**config.mk**
```make
export PLATFORM = sky130hd
export DESIGN_NAME = acia_fifo
export DESIGN_NICKNAME = d
export VERILOG_FILES = /design/src/rtl/acia_fifo_pkg.sv /design/src/rtl/acia_sync_fifo.sv /design/src/rtl/acia_fifo.sv
export SDC_FILE = /design/constraint.sdc
export NUM_CORES = 1
export LEC_CHECK = 0
export ABC_AREA = 1
export BUFFER_PORTS_ARGS = -buffer_cell sky130_fd_sc_hd__buf_2
export CAP_MARGIN = 20
export CORE_MARGIN = 10
export CORE_UTILIZATION = 25
export CTS_CLUSTER_DIAMETER = 60
export CTS_CLUSTER_SIZE = 8
export DETAILED_ROUTE_END_ITERATION = 10
export HOLD_SLACK_MARGIN = 0.08
export RECOVER_POWER = 100
export SLEW_MARGIN = 20
export SYNTH_ARGS = -nofsm -noshare
export SYNTH_HDL_FRONTEND = slang
export SYNTH_HIERARCHICAL = 1
export SYNTH_SLANG_ARGS = --single-unit
```
**constraint.sdc**
```tcl
create_clock -name clk -period 3.75 [get_ports clk]
set_clock_uncertainty 0.1 [all_clocks]
set_input_delay 1.125 -clock clk [delete_from_list [all_inputs] [get_ports clk]]
set_output_delay 1.125 -clock clk [all_outputs]
set_load 0.005 [all_outputs]
```
**src/rtl/acia_fifo_pkg.sv**
```systemverilog
// rtl/acia_fifo_pkg.sv - shared constants, state encodings and divisor helper for acia_fifo
package acia_fifo_pkg;

  localparam logic [1:0] ADDR_CTRL  = 2'd0;
  localparam logic [1:0] ADDR_DATA  = 2'd1;
  localparam logic [1:0] ADDR_DIVLO = 2'd2;
  localparam logic [1:0] ADDR_DIVHI = 2'd3;

  localparam int CTRL_RIE     = 7;
  localparam int CTRL_TC_HI   = 6;
  localparam int CTRL_TC_LO   = 5;
  localparam int CTRL_LOOP    = 4;
  localparam int CTRL_RXTH_HI = 3;
  localparam int CTRL_RXTH_LO = 2;
  localparam int CTRL_CDS_HI  = 1;
  localparam int CTRL_CDS_LO  = 0;

  localparam int ST_IRQ     = 7;
  localparam int ST_OVRN    = 5;
  localparam int ST_FE      = 4;
  localparam int ST_TX_IDLE = 3;
  localparam int ST_RX_GE   = 2;
  localparam int ST_TX_NF   = 1;
  localparam int ST_RX_NE   = 0;

  typedef enum logic [1:0] {TX_IDLE, TX_START, TX_DATA, TX_STOP} tx_state_e;
  typedef enum logic [1:0] {RX_IDLE, RX_START, RX_DATA, RX_STOP} rx_state_e;

  // Rounded divisor for a 16x oversampling tick, minus one for the down-counter reload.
  function automatic logic [15:0] default_div(input int unsigned clk_hz, input int unsigned baud);
    int unsigned den;
    den = 16 * baud;
    return 16'(((clk_hz + den / 2) / den) - 1);
  endfunction

endpackage

```
**src/rtl/acia_sync_fifo.sv**
```systemverilog
// rtl/acia_sync_fifo.sv - synchronous FIFO with flush; a pop frees room for a same-cycle push
module acia_sync_fifo #(
  parameter int DEPTH = 16,
  parameter int WIDTH = 8
) (
  input  logic                     clk,
  input  logic                     rst,
  input  logic                     flush,
  input  logic                     push,
  input  logic                     pop,
  input  logic [WIDTH-1:0]         wdata,
  output logic [WIDTH-1:0]         rdata,
  output logic                     full,
  output logic                     empty,
  output logic [$clog2(DEPTH):0]   count
);
  localparam int AW = $clog2(DEPTH);

  logic [WIDTH-1:0] mem_q [DEPTH];
  logic [AW-1:0]    wr_ptr_q, wr_ptr_d, rd_ptr_q, rd_ptr_d;
  logic [AW:0]      count_q, count_d;
  logic             push_ok, pop_ok;

  assign empty = (count_q == '0);
  assign full  = (count_q == (AW+1)'(DEPTH));
  assign count = count_q;
  assign rdata = mem_q[rd_ptr_q];

  always_comb begin
    pop_ok   = pop & ~empty;
    push_ok  = push & (~full | pop_ok);
    wr_ptr_d = wr_ptr_q;
    rd_ptr_d = rd_ptr_q;
    count_d  = count_q;
    if (flush) begin
      wr_ptr_d = '0;
      rd_ptr_d = '0;
      count_d  = '0;
    end else begin
      if (push_ok) wr_ptr_d = wr_ptr_q + 1'b1;
      if (pop_ok)  rd_ptr_d = rd_ptr_q + 1'b1;
      if (push_ok && !pop_ok) count_d = count_q + 1'b1;
      if (pop_ok && !push_ok) count_d = count_q - 1'b1;
    end
  end

  always_ff @(posedge clk or posedge rst) begin
    if (rst) begin
      wr_ptr_q <= '0;
      rd_ptr_q <= '0;
      count_q  <= '0;
    end else begin
      wr_ptr_q <= wr_ptr_d;
      rd_ptr_q <= rd_ptr_d;
      count_q  <= count_d;
    end
  end

  always_ff @(posedge clk) begin
    if (push_ok && !flush) mem_q[wr_ptr_q] <= wdata;
  end

endmodule

```
**src/rtl/acia_fifo.sv**
```systemverilog
// rtl/acia_fifo.sv - 6850-style ACIA with TX/RX FIFOs, 16-bit baud divisor and sticky error flags
// Optional ACIA_FIFO_LOOPBACK_EN: control[4] feeds the TX line into the RX synchroniser.
module acia_fifo
  import acia_fifo_pkg::*;
#(
  parameter int FIFO_DEPTH   = 16,
  parameter int SYS_CLK_FREQ = 16000000,
  parameter int BAUD_RATE    = 115200
) (
  input  logic       clk,
  input  logic       rst,
  input  logic       cs,
  input  logic       we,
  input  logic [1:0] addr,
  input  logic [7:0] din,
  output logic [7:0] dout,
  input  logic       rx,
  output logic       tx,
  output logic       irq
);
  localparam int CW = $clog2(FIFO_DEPTH) + 1;
  localparam logic [15:0] RESET_DIV = default_div(SYS_CLK_FREQ, BAUD_RATE);
  localparam int TH_Q = (FIFO_DEPTH / 4 < 1) ? 1 : FIFO_DEPTH / 4;
  localparam int TH_H = FIFO_DEPTH / 2;
  localparam int TH_N = (FIFO_DEPTH - 2 < 1) ? 1 : FIFO_DEPTH - 2;

  logic [7:0]  ctrl_q, ctrl_d, dout_q, dout_d, last_rx_q, last_rx_d;
  logic [15:0] div_q, div_d, baud_q, baud_d;
  logic        ovr_q, ovr_d, fe_q, fe_d;
  tx_state_e   tx_state_q, tx_state_d;
  logic [3:0]  tx_tick_q, tx_tick_d;
  logic [2:0]  tx_bit_q, tx_bit_d;
  logic [7:0]  tx_shift_q, tx_shift_d;
  rx_state_e   rx_state_q, rx_state_d;
  logic [3:0]  rx_tick_q, rx_tick_d;
  logic [2:0]  rx_bit_q, rx_bit_d;
  logic [7:0]  rx_shift_q, rx_shift_d;
  logic        rx_s1_q, rx_s1_d, rx_s2_q, rx_s2_d;

  logic          mreset, tick16, tx_line, rx_src, tx_idle, rx_ge, irq_w;
  logic          tx_push, tx_pop, rx_push, rx_pop, err_clr, ovr_set, fe_set;
  logic          tx_full, tx_empty, rx_full, rx_empty;
  logic [7:0]    tx_head, rx_head, status;
  logic [CW-1:0] rx_count, rx_th, unused_tx_count;

  acia_sync_fifo #(.DEPTH(FIFO_DEPTH), .WIDTH(8)) u_tx_fifo (
    .clk(clk), .rst(rst), .flush(mreset), .push(tx_push), .pop(tx_pop), .wdata(din),
    .rdata(tx_head), .full(tx_full), .empty(tx_empty), .count(unused_tx_count)
  );

  acia_sync_fifo #(.DEPTH(FIFO_DEPTH), .WIDTH(8)) u_rx_fifo (
    .clk(clk), .rst(rst), .flush(mreset), .push(rx_push), .pop(rx_pop), .wdata(rx_shift_q),
    .rdata(rx_head), .full(rx_full), .empty(rx_empty), .count(rx_count)
  );

  assign mreset  = (ctrl_q[CTRL_CDS_HI:CTRL_CDS_LO] == 2'b11);
  assign tick16  = (baud_q == 16'd0);
  assign tx_idle = tx_empty & (tx_state_q == TX_IDLE);
  assign rx_ge   = (rx_count >= rx_th);
  assign irq_w   = (ctrl_q[CTRL_RIE] & (rx_ge | ovr_q | fe_q))
                 | ((ctrl_q[CTRL_TC_HI:CTRL_TC_LO] == 2'b01) & ~tx_full);
  assign irq     = irq_w;
  assign dout    = dout_q;

`ifdef ACIA_FIFO_LOOPBACK_EN
  assign rx_src = ctrl_q[CTRL_LOOP] ? tx_line : rx;
  assign tx     = ctrl_q[CTRL_LOOP] ? 1'b1 : tx_line;
`else
  logic unused_loop;
  assign unused_loop = ctrl_q[CTRL_LOOP];
  assign rx_src = rx;
  assign tx     = tx_line;
`endif

  always_comb begin
    case (ctrl_q[CTRL_RXTH_HI:CTRL_RXTH_LO])
      2'd0:    rx_th = CW'(1);
      2'd1:    rx_th = CW'(TH_Q);
      2'd2:    rx_th = CW'(TH_H);
      default: rx_th = CW'(TH_N);
    endcase
  end

  // CPU bus: register writes, data push/pop, registered read data.
  always_comb begin
    status  = {irq_w, 1'b0, ovr_q, fe_q, tx_idle, rx_ge, ~tx_full, ~rx_empty};
    ctrl_d  = ctrl_q;
    div_d   = div_q;
    dout_d  = dout_q;
    tx_push = 1'b0;
    rx_pop  = 1'b0;
    err_clr = 1'b0;
    if (cs && we) begin
      case (addr)
        ADDR_CTRL:  ctrl_d = din;
        ADDR_DATA:  tx_push = 1'b1;
        ADDR_DIVLO: div_d[7:0] = din;
        default:    div_d[15:8] = din;
      endcase
    end
    if (cs && !we) begin
      case (addr)
        ADDR_CTRL: dout_d = status;
        ADDR_DATA: begin
          err_clr = 1'b1;
          rx_pop  = ~rx_empty;
          dout_d  = rx_empty ? last_rx_q : rx_head;
        end
        ADDR_DIVLO: dout_d = div_q[7:0];
        default:    dout_d = div_q[15:8];
      endcase
    end
    last_rx_d = rx_pop ? rx_head : last_rx_q;
    ovr_d     = ~mreset & (ovr_set | (ovr_q & ~err_clr));
    fe_d      = ~mreset & (fe_set | (fe_q & ~err_clr));
    baud_d    = tick16 ? div_q : baud_q - 16'd1;
  end

  // TX engine: frames start on a tick so every bit is exactly 16 ticks wide.
  always_comb begin
    tx_state_d = tx_state_q;
    tx_tick_d  = tx_tick_q;
    tx_bit_d   = tx_bit_q;
    tx_shift_d = tx_shift_q;
    tx_pop     = 1'b0;
    case (tx_state_q)
      TX_START: tx_line = 1'b0;
      TX_DATA:  tx_line = tx_shift_q[0];
      default:  tx_line = 1'b1;
    endcase
    if (mreset) tx_line = 1'b1;
    if (mreset) begin
      tx_state_d = TX_IDLE;
      tx_tick_d  = 4'd0;
      tx_bit_d   = 3'd0;
    end else if (tick16) begin
      case (tx_state_q)
        TX_IDLE: begin
          if (!tx_empty) begin
            tx_pop     = 1'b1;
            tx_shift_d = tx_head;
            tx_state_d = TX_START;
            tx_tick_d  = 4'd0;
          end
        end
        default: begin
          tx_tick_d = tx_tick_q + 4'd1;
          if (tx_tick_q == 4'd15) begin
            case (tx_state_q)
              TX_START: begin
                tx_state_d = TX_DATA;
                tx_bit_d   = 3'd0;
              end
              TX_DATA: begin
                tx_shift_d = {1'b0, tx_shift_q[7:1]};
                tx_bit_d   = tx_bit_q + 3'd1;
                if (tx_bit_q == 3'd7) tx_state_d = TX_STOP;
              end
              default: begin
                tx_state_d = tx_empty ? TX_IDLE : TX_START;
                tx_pop     = ~tx_empty;
                if (!tx_empty) tx_shift_d = tx_head;
              end
            endcase
          end
        end
      endcase
    end
  end

  // RX engine: start confirmed 8 ticks after detection, then each bit sampled 16 ticks apart.
  always_comb begin
    rx_s1_d    = rx_src;
    rx_s2_d    = rx_s1_q;
    rx_state_d = rx_state_q;
    rx_tick_d  = rx_tick_q;
    rx_bit_d   = rx_bit_q;
    rx_shift_d = rx_shift_q;
    rx_push    = 1'b0;
    ovr_set    = 1'b0;
    fe_set     = 1'b0;
    if (mreset) begin
      rx_state_d = RX_IDLE;
      rx_tick_d  = 4'd0;
      rx_bit_d   = 3'd0;
    end else if (tick16) begin
      rx_tick_d = rx_tick_q + 4'd1;
      case (rx_state_q)
        RX_IDLE: begin
          rx_tick_d = 4'd0;
          if (!rx_s2_q) rx_state_d = RX_START;
        end
        RX_START: begin
          if (rx_tick_q == 4'd7) begin
            rx_state_d = rx_s2_q ? RX_IDLE : RX_DATA;
            rx_tick_d  = 4'd0;
            rx_bit_d   = 3'd0;
          end
        end
        RX_DATA: begin
          if (rx_tick_q == 4'd15) begin
            rx_shift_d = {rx_s2_q, rx_shift_q[7:1]};
            rx_bit_d   = rx_bit_q + 3'd1;
            if (rx_bit_q == 3'd7) rx_state_d = RX_STOP;
          end
        end
        default: begin
          if (rx_tick_q == 4'd15) begin
            rx_state_d = RX_IDLE;
            fe_set     = ~rx_s2_q;
            ovr_set    = rx_s2_q & rx_full & ~rx_pop;
            rx_push    = rx_s2_q & ~(rx_full & ~rx_pop);
          end
        end
      endcase
    end
  end

  always_ff @(posedge clk or posedge rst) begin
    if (rst) begin
      ctrl_q     <= 8'h00;
      div_q      <= RESET_DIV;
      baud_q     <= RESET_DIV;
      dout_q     <= 8'h00;
      last_rx_q  <= 8'h00;
      ovr_q      <= 1'b0;
      fe_q       <= 1'b0;
      tx_state_q <= TX_IDLE;
      tx_tick_q  <= 4'd0;
      tx_bit_q   <= 3'd0;
      tx_shift_q <= 8'h00;
      rx_state_q <= RX_IDLE;
      rx_tick_q  <= 4'd0;
      rx_bit_q   <= 3'd0;
      rx_shift_q <= 8'h00;
      rx_s1_q    <= 1'b1;
      rx_s2_q    <= 1'b1;
    end else begin
      ctrl_q     <= ctrl_d;
      div_q      <= div_d;
      baud_q     <= baud_d;
      dout_q     <= dout_d;
      last_rx_q  <= last_rx_d;
      ovr_q      <= ovr_d;
      fe_q       <= fe_d;
      tx_state_q <= tx_state_d;
      tx_tick_q  <= tx_tick_d;
      tx_bit_q   <= tx_bit_d;
      tx_shift_q <= tx_shift_d;
      rx_state_q <= rx_state_d;
      rx_tick_q  <= rx_tick_d;
      rx_bit_q   <= rx_bit_d;
      rx_shift_q <= rx_shift_d;
      rx_s1_q    <= rx_s1_d;
      rx_s2_q    <= rx_s2_d;
    end
  end

endmodule

```
; Word-level counts from Yosys, hierarchy flattened
; Memory sizes are Yosys's and may differ from the RTL's.
; Index checks and enable logic that the tools add are counted.
[totals]
reg_bits = 120
inputBits = 15
mem_count = 2
wordCells = 230
output_inout_bits = 10
ram_bits = 256
[op_classes]
eq_ne = 25
addsub = 13
n_bitwise = 32
reduce_logical = 47
muxes = 86
n_lt_le_gt_ge = 1
[memory_table]
columns = name, depth, word_bits, read_ports, rd_clocked_by_memory_dff, write_ports, line_no
row1 = u_rx_fifo.mem_q, 16, 8, 1, 0, 1, acia_sync_fifo.sv:19  ; logic [WIDTH-1:0] mem_q [DEPTH];
row2 = u_tx_fifo.mem_q, 16, 8, 1, 0, 1, acia_sync_fifo.sv:19
[op_table]
columns = op, count
row1 = 2-to-1 mux 4 bit, 15
row2 = 2-to-1 mux 8 bit, 4
row3 = 2-to-1 mux 5 bit, 6
row4 = 2-to-1 mux 1 bit, 29
row5 = 2-to-1 mux 2 bit, 14
row6 = "adder 4 x 1 -> 4 bit, second input constant", 6
row7 = 2-to-1 mux 3 bit, 8
row8 = one-hot mux 8 bit (3 select lines), 1
row9 = AND reduction 4 bit, 5
row10 = zero test 16 bit, 1
row11 = 2-to-1 mux 16 bit, 1
row12 = one-hot mux 8 bit (2 select lines), 1
row13 = "subtractor 16 x 1 -> 16 bit, second input constant", 1
row14 = AND 1 bit, 15
row15 = "!= test 3 bit, second input constant", 5
row16 = nonzero test 3 bit, 5
row17 = nonzero test 2 bit, 7
row18 = one-hot mux 3 bit (2 select lines), 2
row19 = one-hot mux 4 bit (3 select lines), 1
row20 = "adder 5 x 1 -> 5 bit, second input constant", 2
row21 = "equality test 2 x 1 -> 1 bit, second input constant", 5
row22 = "equality test 2 bit, second input constant", 5
row23 = "equality test 5 bit, second input constant", 2
row24 = zero test 5 bit, 2
row25 = 22 further kinds, 61

; Logic depth before layout (Yosys ltp)
[logic_depth]
word_depth = 17
mapped_depth = 22
mapped_depth_nobuf = 21

; By module
; The synthesis kept the hierarchy.
[by_module_without_submodules]
columns = mod, area_per_inst_um2, seq_area_each_um2, cells_each, instances
row1 = acia_sync_fifo (u_tx_fifo), 6052.1, 4169.0, 509, 1
row2 = acia_sync_fifo (u_rx_fifo), 6033.3, 4169.0, 509, 1
row3 = acia_fifo, 5002.3, 2332.2, 642, 1

; Worst setup path after synthesis
; Ideal clock, no wire load.
[synth_path]
kind = input -> register
startpoint = input port cs
endpoint = register u_rx_fifo.count_q[4] (netlist: u_rx_fifo/count[4])
required_time_ps = 3533
path_buffers = 0
path_stages = 18
setup_ps = 117
t_arrival_ps = 3541
path_slack_ps = -8
path_cell_list = inv_1 > nor2_1 > nand3_1 > nand2_1 > nand3_1 > nor3_1 > inv_1 > nand3_2 > inv_1 > ha_1 > a21oi_1 > nand2_1 > nand2_1 > nand2_1 > nor2_1 > nor2_1 > nand2_1 > nand2_1
[synth_between]
elab_chain_len = 15
word_cells_on_any_way = 20
cone_classes = 7 x mux / 7 x bitwise / 6 x reduce/logical
[synth_lines]
columns = element, line_no
row1 = "start, declared", acia_fifo.sv:12  ; input logic cs,
row2 = logical AND 1 bit (*), acia_fifo.sv:101  ; if (cs && !we) begin
row3 = 2-to-1 mux 1 bit (*), acia_fifo.sv:101
row4 = inverter 1 bit (*), acia_fifo.sv:212  ; rx_push = rx_s2_q & ~(rx_full & ~rx_pop);
row5 = AND 1 bit (*), acia_fifo.sv:212
row6 = inverter 1 bit (*), acia_fifo.sv:212
row7 = AND 1 bit (*), acia_fifo.sv:212
row8 = 2-to-1 mux 1 bit (*), acia_fifo.sv:208  ; if (rx_tick_q == 4'd15) begin
row9 = 2-to-1 mux 1 bit (*), acia_fifo.sv:188  ; case (rx_state_q)
row10 = 2-to-1 mux 1 bit (*), acia_fifo.sv:186  ; end else if (tick16) begin
row11 = 2-to-1 mux 1 bit (*), acia_fifo.sv:182  ; if (mreset) begin
row12 = named net rx_push, acia_fifo.sv:41  ; logic tx_push, tx_pop, rx_push, rx_pop, err_clr, ovr_set, fe_set;
row13 = AND 1 bit (*), acia_sync_fifo.sv:31  ; push_ok = push & (~full | pop_ok);
row14 = zero test 1 bit, acia_sync_fifo.sv:43  ; if (pop_ok && !push_ok) count_d = count_q - 1'b1;
row15 = logical AND 1 bit, acia_sync_fifo.sv:43
row16 = 2-to-1 mux 5 bit, acia_sync_fifo.sv:43
row17 = 2-to-1 mux 5 bit, acia_sync_fifo.sv:35  ; if (flush) begin
row18 = "end signal, assigned", acia_sync_fifo.sv:55  ; count_q <= count_d;
row19 = "end, declared", acia_sync_fifo.sv:21  ; logic [AW:0] count_q, count_d;
; Mark *: on every way through the listed nets, which the timed path passes. The rest lies on a longest branch.
; A chain may end at the register's enable or synchronous reset.

; Worst setup path in the final report
[layout_path]
startpoint = register u_rx_fifo.count_q[1] (netlist: u_rx_fifo/count[1])
endpoint = memory u_rx_fifo.mem_q[12][7] (enable)
[layout_between]
elab_chain_len = 16
word_cells_on_any_way = 20
cone_classes = 1 x eq/ne / 8 x mux / 9 x bitwise / 2 x reduce/logical
[layout_lines]
columns = element, line_no
row1 = zero test 5 bit (*), acia_sync_fifo.sv:24  ; assign empty = (count_q == '0);
row2 = named net rx_empty, acia_fifo.sv:42  ; logic tx_full, tx_empty, rx_full, rx_empty;
row3 = inverter 1 bit (*), acia_fifo.sv:106  ; rx_pop = ~rx_empty;
row4 = 2-to-1 mux 1 bit (*), acia_fifo.sv:102  ; case (addr)
row5 = 2-to-1 mux 1 bit (*), acia_fifo.sv:101
row6 = named net rx_pop, acia_fifo.sv:41
row7 = inverter 1 bit, acia_fifo.sv:212
row8 = AND 1 bit, acia_fifo.sv:212
row9 = [... 2 more ...], --
row10 = 2-to-1 mux 1 bit, acia_fifo.sv:208
row11 = 2-to-1 mux 1 bit, acia_fifo.sv:188
row12 = 2-to-1 mux 1 bit, acia_fifo.sv:186
row13 = 2-to-1 mux 1 bit, acia_fifo.sv:182
row14 = AND 1 bit (*), acia_sync_fifo.sv:31
row15 = logical AND 1 bit (*), acia_sync_fifo.sv:60  ; if (push_ok && !flush) mem_q[wr_ptr_q] <= wdata;
row16 = 2-to-1 mux 1 bit (*), acia_sync_fifo.sv:60
row17 = 2-to-1 mux 1 bit (not written as such) (*), acia_sync_fifo.sv:60
row18 = "end, declared", acia_sync_fifo.sv:19
; Marked as above.

==> metrics <==
Static Leak=7.935 nW; H-tree levels=2; GRT Residual Overflow=0; worst hold slack=0.2550 ns; Max Clock Freq=294.5 MHz; cell row count=95; startpoint types=flop; net switching power=0.002594 W; I/O Pins=25; FFs w/ async S/R, synth=0.3173; TritonRoute pass-1 iters=5; yosys warns=6; Core Footprint=67,510 sq um; # placed instances=2,549; register bit count reported by yosys=375; PD cells=519.2 nW/um^2; synthesis-to-finish area growth=15.24%; first-pass GRT wire length=67.03 mm; post-DP HPWL=28.47 mm; post-CTS setup buffer count=0; Int Pwr=0.007631 W; vias in the first global route=11,820; CTS tree=done; max cap viols=1; Worst slew margin=-0.4790; setup TNS=0 ns; DR iter-0 viols=1,167; GRT Util Overall=0.1059; post-route clock period utilization=0.9056; Finish-stage setup viols=0; post-synthesis simple-gate area fraction=0.1734; CTS root buf=clkbuf_16; Die Width=281.4 um; EDFF count, synth=256; Final Hold Fails=0; Slew Limit Fails=57; Layout Nets=1,779; floorplan die height=281.4 um; DRC errors left=0; Sw Share=0.2537; largest family of logic cells by synthesized area=simple AND/OR/NAND/NOR gates; failing checks=capacitance limit, slew limit; I/O Buffers=24; FILL cells=6,959; CTS Buf Count=53; Least-Margin Pin Slew=2.219 ns; setup slack after layout=0.3541 ns; Starting Density=0.2531; Post-Syn Nets=1,708; Place WS=0.1633 ns; compound-gate portion of the synthesized area=0.1169; Die Area=79,210 sq um; Clk network pwr share=0.436; total clock sinks=375; share of layout cells above drive strength 1=0.08061; WP data arrival=3.59 ns; drt via density=4.603; Clock Latency Late Sink=0.60 ns; CTS Buffer Depth=3; type of the worst min-delay path=reg -> reg; synthesized instance count=1,660; total number of vias=12,180; RSZ-0062 raised after global routing=no; crit path kind=reg -> reg; outcome=finished, violations left; RD Place Congestion=0.8572; Netlist cell types=47; adder-cell area share of the yosys netlist=0.02504; Synth Area in XOR/XNOR=0.008201; data required time of the worst path=3.94 ns; clk slew on worst S/H paths=0.05 ns; initial antenna violation count=0; Combinational Power Share=0.100; crit path max fanout=14; final wirelength=42.53 mm; post-synthesis sequential area ratio=0.6244; Post-Syn Area=17,090 sq um; Period minus WS final=3.396 ns; VDD IR max=0.3844 mV; Hold-fix buffers, CTS=0; largest net degree at the start of global routing=72; diodes inserted=0; Synth Flop Type=edfxtp_1; syn_area_per_cell=10.29 sq um; Critical Path End Type=flop; mux cell area share after synthesis=0.004100; fin cells=2,647; post_cts resized=0; Seq pwr share=0.465; drt wl/cell=16.07 um; post-route ant nets=0
## metrics by stage
stage          total power (W)  instance area, sq um  utilization
2_1_floorplan         0.005533                 17090            -
3_3_place_gp          0.005857                 18430       0.2729
3_5_place_dp          0.005882                 18430       0.2729
4_1_cts                0.01037                 20000       0.2963
5_1_grt                0.01066                 19690       0.2917
6_report               0.01023                 19690       0.2917
## area by class of cell
class	count	area (sq um)	area share
multi-input combinational	1088	5428	0.2756
timing repair buffer	81	430.4	0.02186
clock buffer	94	1501	0.07624
sequential	375	10670	0.5419
inverter	132	495.5	0.02516
tap	873	1092	0.05547
clock inverter	4	73.82	0.003749
## logic make-up after synthesis
kind of cell             count (synthesis)
flip-flops                             375
buffers and inverters                  197
AO/OA/AOI/OAI                          344
AND/OR/NAND/NOR                        688
multiplexers                             7
adder cells (fa/ha/maj)                 33
XOR/XNOR                                16
## power groups by stage
stage               combinational, W  clock [W]  sequential [W]
floorplan                   0.000747          0         0.00479
global placement             0.00104          0         0.00482
detailed placement           0.00106          0         0.00483
CTS                          0.00107    0.00455         0.00475
global route                 0.00117    0.00471         0.00477
finish                       0.00102    0.00445         0.00475
## critical path, cell delays in order, from the launching register on
cell and delay (ns):
dfrtp_1 0.44, nor2_1 0.32, nand3_4 0.14, inv_1 0.22, clkinv_1 0.27, nand3_1 0.20
buf_4 0.19, inv_1 0.08, clkbuf_1 0.19, o21ai_4 0.28, nor2_1 0.14, nand2_1 0.27
nor2_1 0.07, clkbuf_2 0.20
## per-layer routing
layer / GRT usage / share of wire / vias up
met3: 0.01992 / 0.056 / 69
met4: 0.03839 / 0.025 / 0
met2: 0.1714 / 0.47 / 353
met1: 0.1393 / 0.45 / 5905
met5: 0 / 0 / -
li1: - / - / 5856
## worst paths after layout
| kind | startpoint | to | slack, ns | cells after the start |
|---|---|---|---|---|
| worst max-delay path | u_rx_fifo/count[1] | u_rx_fifo/mem_q[12][7] | 0.35 | 13 |
| worst min-delay path | rx_s1_q | rx_s2_q | 0.25 | 0 |
| worst max register to register | u_rx_fifo/count[1] | u_rx_fifo/mem_q[12][7] | 0.35 | 13 |
| worst min register to register | rx_s1_q | rx_s2_q | 0.25 | 0 |
| max in group asynchronous | rst | tx_shift_q[2] | 0.73 | 3 |
| min in group asynchronous | rst | u_tx_fifo/count[2] | 0.65 | 2 |
## state kept, by name, summed over array words and instances, names as in the netlist, 5 cells and up
name	cells
u_rx_fifo/mem_q	128
u_tx_fifo/mem_q	128
baud_q	16
div_q	16
dout	8
last_rx_q	8
rx_shift_q	8
tx_shift_q	8
ctrl_q	7
u_rx_fifo/count	5
u_tx_fifo/count	5
## Yosys cell counts (9+ instances only)
cell      count  share of area
a21oi_1      29         0.0085
buf_2        21         0.0062
buf_4        10         0.0044
clkbuf_1     31         0.0068
dfrtp_1     115           0.17
edfxtp_1    256           0.45
ha_1         31          0.023
inv_1       119          0.026
nand2_1     264          0.058
nand3_1      86          0.025
nor2_1      278          0.061
nor3_1       18         0.0053
o211ai_1     70          0.031
o21ai_0     212          0.062
o21ai_1      10         0.0029
xnor2_1       9         0.0046
## cells in the final DEF, fill, tap and decap left out, types with 2 or more instances in the layout
cell / instances
a211oi_1: 2
a21oi_1: 31
a31oi_1: 2
buf_2: 7
buf_4: 18
clkbuf_1: 68
clkbuf_16: 54
clkbuf_2: 27
clkinv_1: 7
clkinv_16: 2
dfrtp_1: 114
dfstp_2: 4
edfxtp_1: 256
fa_1: 2
ha_1: 31
inv_1: 119
inv_2: 6
mux2i_1: 7
nand2_1: 272
nand2_2: 3
nand3_1: 90
nand3_2: 2
nand3_4: 4
nand4_1: 4
nor2_1: 284
nor2_2: 3
nor2_4: 3
nor3_1: 18
o211ai_1: 70
o21ai_0: 228
o21ai_1: 2
o22ai_1: 2
or2_2: 2
xnor2_1: 9
xor2_1: 7
Note: power is estimated with default switching activity, not from simulation.
